[config.mk]
export PLATFORM = sky130hd
export DESIGN_NAME = wc_rr_sched
export DESIGN_NICKNAME = d
export VERILOG_FILES = /design/src/rtl/wc_rr_sched.sv
export SDC_FILE = /design/constraint.sdc
export NUM_CORES = 1
export LEC_CHECK = 0
export ABC_AREA = 1
export BUFFER_PORTS_ARGS = -buffer_cell sky130_fd_sc_hd__buf_2
export CORE_AREA = 2 2 473 475
export CTS_CLUSTER_DIAMETER = 60
export DETAILED_ROUTE_END_ITERATION = 8
export DIE_AREA = 0 0 475 477
export SETUP_SLACK_MARGIN = 0.5
export SYNTH_ARGS = -nofsm -noshare
export SYNTH_HDL_FRONTEND = slang
export SYNTH_SLANG_ARGS = --single-unit
[constraint.sdc]
create_clock -name clk -period 2.59 [get_ports clk]
set_clock_uncertainty 0.15 [all_clocks]
set_input_delay 0.518 -clock clk [delete_from_list [all_inputs] [get_ports clk]]
set_output_delay 0.518 -clock clk [all_outputs]
set_load 0.03 [all_outputs]
[src/rtl/wc_rr_sched.sv]
// wc_rr_sched: round-robin arbiter in front of a shared wide-to-narrow
// fragmentation path. One requester is granted from IDLE, its IWIDTH word is
// captured, then streamed out as AMOUNT fragments of OWIDTH bits, LSB first,
// each tagged with the owning requester index.
module wc_rr_sched #(
  parameter  int NREQ   = 4,
  parameter  int IWIDTH = 288,
  parameter  int OWIDTH = 36,
  localparam int AMOUNT = IWIDTH / OWIDTH,
  localparam int SW     = $clog2(NREQ),
  localparam int CW     = $clog2(AMOUNT)
) (
  input  logic                   clk,
  input  logic                   resetn,
  input  logic [NREQ-1:0]        req_valid,
  input  logic [NREQ*IWIDTH-1:0] req_data,
  output logic [NREQ-1:0]        req_ready,
  output logic                   frag_valid,
  input  logic                   frag_ready,
  output logic [OWIDTH-1:0]      frag_data,
  output logic [SW-1:0]          frag_src,
  output logic                   frag_first,
  output logic                   frag_last,
  output logic                   busy
);

  typedef enum logic {IDLE = 1'b0, SEND = 1'b1} state_t;

  localparam logic [CW-1:0] LAST_IDX = CW'(AMOUNT - 1);

  state_t              state_q, state_d;
  logic [IWIDTH-1:0]   buf_q, buf_d;
  logic [SW-1:0]       src_q, src_d;
  logic [CW-1:0]       cnt_q, cnt_d;
  logic [SW-1:0]       ptr_q, ptr_d;

  logic                grant_found;
  logic [SW-1:0]       grant_idx;

  // Rotating-priority search: first valid requester starting at ptr_q.
  always_comb begin
    grant_found = 1'b0;
    grant_idx   = '0;
    for (int off = 0; off < NREQ; off++) begin
      if (!grant_found && req_valid[(int'(ptr_q) + off) % NREQ]) begin
        grant_found = 1'b1;
        grant_idx   = SW'((int'(ptr_q) + off) % NREQ);
      end
    end
  end

  // Next-state, capture and handshake logic. req_ready is also gated by
  // resetn so no requester believes its word was taken while reset is held.
  always_comb begin
    state_d   = state_q;
    buf_d     = buf_q;
    src_d     = src_q;
    cnt_d     = cnt_q;
    ptr_d     = ptr_q;
    req_ready = '0;
    case (state_q)
      IDLE: begin
        if (resetn && grant_found) begin
          req_ready[grant_idx] = 1'b1;
          buf_d   = req_data[int'(grant_idx)*IWIDTH +: IWIDTH];
          src_d   = grant_idx;
          cnt_d   = '0;
          ptr_d   = SW'((int'(grant_idx) + 1) % NREQ);
          state_d = SEND;
        end
      end
      SEND: begin
        if (frag_ready) begin
          if (cnt_q == LAST_IDX) begin
            cnt_d   = '0;
            state_d = IDLE;
          end else begin
            cnt_d = cnt_q + 1'b1;
          end
        end
      end
      default: state_d = IDLE;
    endcase
  end

  // Fragment outputs depend only on registered state, never on frag_ready.
  always_comb begin
    frag_valid = (state_q == SEND);
    busy       = (state_q == SEND);
    frag_src   = src_q;
    frag_data  = '0;
    frag_first = 1'b0;
    frag_last  = 1'b0;
    if (state_q == SEND) begin
      frag_data  = buf_q[int'(cnt_q)*OWIDTH +: OWIDTH];
      frag_first = (cnt_q == '0);
      frag_last  = (cnt_q == LAST_IDX);
    end
  end

  // State registers; asynchronous reset aborts any word in flight.
  always_ff @(posedge clk or negedge resetn) begin
    if (!resetn) begin
      state_q <= IDLE;
      buf_q   <= '0;
      src_q   <= '0;
      cnt_q   <= '0;
      ptr_q   <= '0;
    end else begin
      state_q <= state_d;
      buf_q   <= buf_d;
      src_q   <= src_d;
      cnt_q   <= cnt_d;
      ptr_q   <= ptr_d;
    end
  end

endmodule
=== Yosys cells after proc, flatten, opt, wreduce, memory -nomap -nowiden ===
Cells that the tools add are included.

* Register bits: 296
* Bits of input ports: 1159
* Output and inout bits: 46
* Word-level logic and storage cells: 75

* Add/subtract/negate cells: 5
* Multipliers: 2
* Order comparisons: 6
* Equality and inequality tests: 3
* Shift operators: 2
* Multiplexer cells: 34
* Bitwise operators: 4
* Reductions and logical operators: 14

{| class="wikitable"
|+ Operator list
! operator !! count
|-
| variable part select 1152 x 12 -> 288 bit || 1
|-
| variable part select 288 x 10 -> 36 bit || 1
|-
| two-way mux 36 bit || 1
|-
| two-way mux 1 bit || 17
|-
| < comparator 3 x 4 -> 1 bit (second input constant) || 3
|-
| two-way mux 3 bit || 3
|-
| binary-select mux 1 bit (select 2 bit) || 4
|-
| two-way mux 2 bit || 4
|-
| two-way mux 4 bit || 2
|-
| multiplier 3 x 4 -> 7 bit (second input constant) || 1
|-
| < comparator 2 x 3 -> 1 bit (second input constant) || 2
|-
| multiplier 2 x 4 -> 6 bit (second input constant) || 1
|-
| case mux 3 bit (2 select lines) || 1
|-
| OR reduction 2 bit || 3
|-
| logical AND 1 bit || 5
|-
| adder 2 x 1 -> 2 bit (second input constant) || 2
|-
| adder 2 bit (second input constant) || 2
|-
| inequality test 2 bit (second input constant) || 2
|-
| AND reduction 2 bit || 2
|-
| adder 3 x 1 -> 3 bit (second input constant) || 1
|-
| bitwise AND 1 bit (first input constant) || 3
|-
| == test 3 bit (second input constant) || 1
|-
| zero test 1 bit || 3
|-
| zero test 3 bit || 1
|-
| other kinds (4) || 4
|}

=== Depth between registers and ports, before layout ===
* Depth in word-level cells: 20
* Mapped depth: 18
* Mapped depth without buffers: 14

=== Worst setup path after synthesis ===
Ideal clock, no wire load.

* Kind: input port to output port
* From: input req_valid[3]
* To: output req_ready[0]
* Arrival: 2.163 ns
* Required time: 1.922 ns
* Path slack: -0.241 ns
* Cell stages on the path: 12
* Buffers on the path: 3
* Path through: inv_1 -> nand2_1 -> nand3_1 -> nand2_1 -> nor2_2 -> nand3_2 -> nand3_2 -> buf_6 -> buf_4 -> buf_2 -> nand2_1 -> nor2_1

* Cells in the longest elaborated chain, start to end: 18
* Elaborated cells on any way between the ends: 33
* Classes of those cells: 2 x order compare; 23 x mux; 8 x reduce/logical

{| class="wikitable"
|+ Ends and longest elaborated chain
! what !! RTL line !! text
|-
| start: declaration || 15 || <nowiki>input logic [NREQ-1:0] req_valid,</nowiki>
|-
| binary-select mux 1 bit (select 2 bit) || 45 || <nowiki>if (!grant_found && req_valid[(int'(ptr_q) + off) % NREQ]) begin</nowiki>
|-
| two-way mux 1 bit (implied by the code) || 45 ||
|-
| two-way mux 1 bit || 45 ||
|-
| zero test 1 bit || 45 ||
|-
| logical AND 1 bit || 45 ||
|-
| two-way mux 1 bit || 45 ||
|-
| zero test 1 bit || 45 ||
|-
| logical AND 1 bit || 45 ||
|-
| [2 not listed] || - ||
|-
| logical AND 1 bit || 45 ||
|-
| two-way mux 2 bit || 45 ||
|-
| < comparator 2 x 3 -> 1 bit (implied by the code) / greater-or-equal comparator 2 x 1 -> 1 bit (equally long branches) || 64 || <nowiki>req_ready[grant_idx] = 1'b1;</nowiki>
|-
| logical AND 1 bit (implied by the code) || 64 ||
|-
| two-way mux 1 bit (implied by the code) || 64 ||
|-
| demux 1 bit (select 2 bit) || 64 ||
|-
| two-way mux 4 bit * || 63 || <nowiki>if (resetn && grant_found) begin</nowiki>
|-
| two-way mux 4 bit * || 61 || <nowiki>case (state_q)</nowiki>
|-
| end: declaration || 17 || <nowiki>output logic [NREQ-1:0] req_ready,</nowiki>
|}

Every way passes the cells marked *; elsewhere a longest branch is shown, timed or not. The select of a mux whose other input is x is not followed.

=== Worst setup path in the final report ===
* From: register ptr_q[0]
* To: register buf_q[274]

* Cells in the longest elaborated chain, start to end: 14
* Elaborated cells on any way between the ends: 32
* Classes of those cells: 3 x add/sub; 1 x mul; 1 x shift; 19 x mux; 8 x reduce/logical

{| class="wikitable"
|+ Ends and longest elaborated chain
! what !! RTL line !! text
|-
| start: declaration || 35 || <nowiki>logic [SW-1:0] ptr_q, ptr_d;</nowiki>
|-
| start signal: assignment || 114 || <nowiki>ptr_q <= ptr_d;</nowiki>
|-
| adder 2 x 1 -> 2 bit / binary-select mux 1 bit (select 2 bit) (equally long branches) || 45, 47 ||
|-
| binary-select mux 1 bit (select 2 bit) / two-way mux 1 bit (equally long branches) || 45 ||
|-
| two-way mux 1 bit (implied by the code) || 45 ||
|-
| two-way mux 1 bit (implied by the code) / zero test 1 bit (equally long branches) || 45 ||
|-
| logical AND 1 bit || 45 ||
|-
| two-way mux 1 bit || 45 ||
|-
| zero test 1 bit || 45 ||
|-
| logical AND 1 bit || 45 ||
|-
| two-way mux 1 bit || 45 ||
|-
| zero test 1 bit || 45 ||
|-
| logical AND 1 bit || 45 ||
|-
| two-way mux 2 bit / two-way mux 1 bit (equally long branches) || 45 ||
|-
| multiplier 2 x 4 -> 6 bit / logical AND 1 bit (equally long branches) || 65, 63 ||
|-
| variable part select 1152 x 12 -> 288 bit / AND reduction 2 bit (equally long branches) || - ||
|-
| end signal: assignment || 111 || <nowiki>buf_q <= buf_d;</nowiki>
|-
| end: declaration || 32 || <nowiki>logic [IWIDTH-1:0] buf_q, buf_d;</nowiki>
|}

Several ways; a longest one is shown, not always the timed one. The select of a mux whose other input is x is not followed.
A chain may end at the register's enable or synchronous reset.

==> impl_results.md <==
- CTS root buffer: sky130_fd_sc_hd__clkbuf_16
- Final routed wire length divided by cell count: approximately 27 µm
- Number of sinks on the clock net: 296
- Status: finished, violations left
- First-pass GRT wire length: approximately 330000 µm
- Synthesized-area fraction occupied by ao, oa, aoi and oai cells: 0.0989
- # fillers: 24800
- GR Util met2: 0.357
- Slew of the pin with the lowest slew margin: 1.06 ns
- Post-synthesis async set-or-reset flop share: 1.00
- Global-route track usage on met1: 0.263
- Multiplexer share of the synthesized area: 0
- Slew HR: 0.296
- Std-Cell Core Area: about 0.22 mm²
- Post-Syn Nets: 5614
- Flip-flop cell with the highest count after synthesis: sky130_fd_sc_hd__dfrtp_1
- Largest voltage drop on the vdd net: 0.803 mV
- Count of yosys warnings during synthesis: 0
- Tightest Hold Check Type: in -> reg
- Vias per Instance: 4.11
- Placer Congestion: 0.904
- Total number of vias: 38700
- Maximum number of buffers from clock root to sink: 3
- Pre-CTS setup slack: -0.525 ns
- GR Util All Layers: 0.214
- Vertical extent of the die: 477 µm
- Mean instance size in the synthesized netlist: 5.87 µm²
- I/O Pins: between 1000 and 1500
- Starting density of the core: 0.118
- Adder-cell share of the synthesized area: 0.00144
- Count of flip-flops with a built-in enable after synthesis: 0
- Gr ovfl total: 0
- Hpwl dp: 206000 µm
- Synth Area in Simple Gates: 0.433
- RSZ-0062 raised after global routing: true
- Worst-path maximum fanout: 7
- Fraction of met3 tracks used by global routing: 0.0533
- Commonest non-fill, non-tap cells in the layout: sky130_fd_sc_hd__nand2_1, sky130_fd_sc_hd__buf_2, sky130_fd_sc_hd__inv_1
- Element type at the critical path start: flip-flop
- Most common library cell in the layout ignoring fill and taps: sky130_fd_sc_hd__nand2_1
- Clock-pin transition on the worst setup and hold timing paths: 0.06 ns
- LEAKAGE: 26.6 nW
- Biggest area consumer among synthesized cells: sky130_fd_sc_hd__dfrtp_1
- Reg-to-reg setup timing slack: -0.73 ns
- Number of global-route vias before repair: between 30000 and 40000
- Number of max-cap violations: 0
- CTS tree: yes
- Arrival time of data at the critical path endpoint: 3.69 ns
- Main combinational cell family by area after synthesis: simple AND/OR/NAND/NOR gates
- Total setup violations reported at the end of the flow: 330
- Proportion of layout cells with a drive suffix above 1: 0.367
- Floorplan die width: 475 µm
- Final-report max-slew violation count: 0
- Top cells by area in the synthesized netlist: sky130_fd_sc_hd__dfrtp_1, sky130_fd_sc_hd__nand2_1, sky130_fd_sc_hd__inv_1
- Number of buffers created by CTS: 66
- Growth of design area from synthesis to finish: 92.0%
- Post-Route WL: 256000 µm
- Required time at the worst-slack endpoint: roughly 3 ns
- Yosys top cell area share: 0.283
- Worst hold slack after final layout: 0.0584 ns
- Unique cell type count in the Yosys netlist: 29
- Number of violations reported at the end of detailed-routing iteration 0: 2976
- Top achievable clock speed: 301 MHz
- Number of remaining DRC errors: 0
- Total Die Area: 0.227 mm²
- Sequential cell area fraction in the yosys report: 0.283
- I/O Buffers: 1204
- Source-to-sink clock delay at the later pin of the worst-skew pair: 0.66 ns
- Setup ws final: -0.729 ns
- Violations in the final reports: setup timing
- Type of the worst setup path: reg -> reg
- Most used routing layer: met2
- Power per Cell Area: approximately 1700 mW/mm²
- Share of the cycle needed by the critical path after routing: 1.28
- Number of detailed-route iterations in the first pass: 6
- Pin count of the biggest net entering global routing: 120
- Mapped Area: approximately 0.026 mm²
- Sort of element at the end of the critical path: flip-flop
- Total number of placement rows: 173
- Detail Route Antenna Nets: 0
- Synthesized-area fraction occupied by xor and xnor cells: 0
- Number of antenna violations at the first check in global routing: about 200
- Clock H-tree levels: 3
- Net total in the final layout: about 7500
- Post-synthesis instance total: between 4000 and 5000
- Number of failing hold endpoints at the final stage: 0
- Final Critical Period: 3.32 ns
- Register bit total from synthesis: 296
[layout make-up]
| cell class | count | area [µm²] | area share |
|---|---|---|---|
| timing repair buffer | 2119 | 17000 | 0.339 |
| multi-input combinational | 2951 | 16200 | 0.322 |
| sequential | 296 | 7420 | 0.148 |
| tap | 2975 | 3720 | 0.0742 |
| inverter | 854 | 3270 | 0.0651 |
| clock buffer | 81 | 1810 | 0.0361 |
| clock inverter | 41 | 475 | 0.00948 |
| antenna | 91 | 228 | 0.00454 |
| timing repair inverter | 4 | 71.3 | 0.00142 |
[repair_timing]
action	CTS	global route
endpoints found under the setup margin	340	381
resized for setup	373	361
pin swaps	54	122
endpoints found under the hold margin	361	0
buffers inserted	68	51
cloned	32	19
hold buffers	317	0
[flip-flops by register name, summed over array words and instances, names as in the netlist]
| signal | cells |
|---|---|
| busy | 1 |
| cnt_q | 3 |
| buf_q | 288 |
| frag_src | 2 |
| ptr_q | 2 |
[worst max-delay path, stage by stage, from the launching register on]
cell	delay (ns)
sky130_fd_sc_hd__dfrtp_2	0.45
sky130_fd_sc_hd__buf_12	0.16
sky130_fd_sc_hd__clkinv_8	0.06
sky130_fd_sc_hd__nand2_2	0.05
sky130_fd_sc_hd__nand2_2	0.10
sky130_fd_sc_hd__nand2_1	0.06
sky130_fd_sc_hd__nand2_1	0.08
sky130_fd_sc_hd__nand2_2	0.08
sky130_fd_sc_hd__buf_6	0.13
sky130_fd_sc_hd__nand3_4	0.07
sky130_fd_sc_hd__nand3_4	0.11
sky130_fd_sc_hd__buf_12	0.16
sky130_fd_sc_hd__buf_6	0.11
sky130_fd_sc_hd__buf_6	0.11
sky130_fd_sc_hd__buf_16	0.15
sky130_fd_sc_hd__buf_12	0.17
sky130_fd_sc_hd__buf_12	0.12
sky130_fd_sc_hd__buf_16	0.12
sky130_fd_sc_hd__o211ai_1	0.55
sky130_fd_sc_hd__nand3_1	0.15
[logic make-up after synthesis]
kind of cell / Yosys count
buf+inv: 1205
fa+ha+maj: 3
simple gates: 2530
compound gates: 418
flops: 296
[final timing paths]
check | startpoint | depth (start not counted) | to
worst min register to register | frag_src[1] | 2 | frag_src[1]
min in group asynchronous | resetn | 3 | buf_q[246]
worst max register to register | ptr_q[0] | 19 | buf_q[274]
max in group asynchronous | resetn | 4 | buf_q[78]
worst min-delay path | req_data[535] | 3 | buf_q[247]
worst max-delay path | ptr_q[0] | 19 | buf_q[274]
[power breakdown]
group	leakage, nW	internal [W]	switching [W]
logic	21.8	0.0283	0.0359
registers	3.68	0.00687	0.00316
clock network	1.12	0.00565	0.00341
[synthesized netlist by cell type (2+ instances only)]
master,n
sky130_fd_sc_hd__nand4_1,258
sky130_fd_sc_hd__dfrtp_1,296
sky130_fd_sc_hd__nand3_1,585
sky130_fd_sc_hd__o211ai_1,160
sky130_fd_sc_hd__buf_1,37
sky130_fd_sc_hd__buf_6,2
sky130_fd_sc_hd__or2_1,86
sky130_fd_sc_hd__a31oi_1,36
sky130_fd_sc_hd__or2_2,73
sky130_fd_sc_hd__inv_1,847
sky130_fd_sc_hd__o21ai_0,182
sky130_fd_sc_hd__o22ai_1,37
sky130_fd_sc_hd__nor2_4,2
sky130_fd_sc_hd__buf_2,117
sky130_fd_sc_hd__buf_4,23
sky130_fd_sc_hd__nor2_1,222
sky130_fd_sc_hd__a21oi_1,2
sky130_fd_sc_hd__clkbuf_1,171
sky130_fd_sc_hd__nand3_2,4
sky130_fd_sc_hd__nand2_1,1297
sky130_fd_sc_hd__ha_1,3
sky130_fd_sc_hd__inv_2,5
[per-stage QoR]
step           TNS [ns]  utilization  std cells  total power (W)  instance area (µm²)
6_report        -127.65        0.227       9412           0.0833                50200
5_1_grt         -165.04        0.226       9363           0.0884                50100
4_1_cts         -108.78        0.216       9251           0.0776                47700
3_5_place_dp     -66.58        0.178       8712           0.0584                39400
3_3_place_gp     -72.35        0.178       8712           0.0585                39400
2_1_floorplan         0            -       4452           0.0344                27100
[per-layer routing]
| layer | up-vias | wire, µm |
|---|---|---|
| met5 | - | 389 |
| met4 | 62 | 12300 |
| met3 | 525 | 18300 |
| met2 | 2050 | 118000 |
| met1 | 18100 | 107000 |
| li1 | 17900 | - |
(Power assumes the default switching activity.)
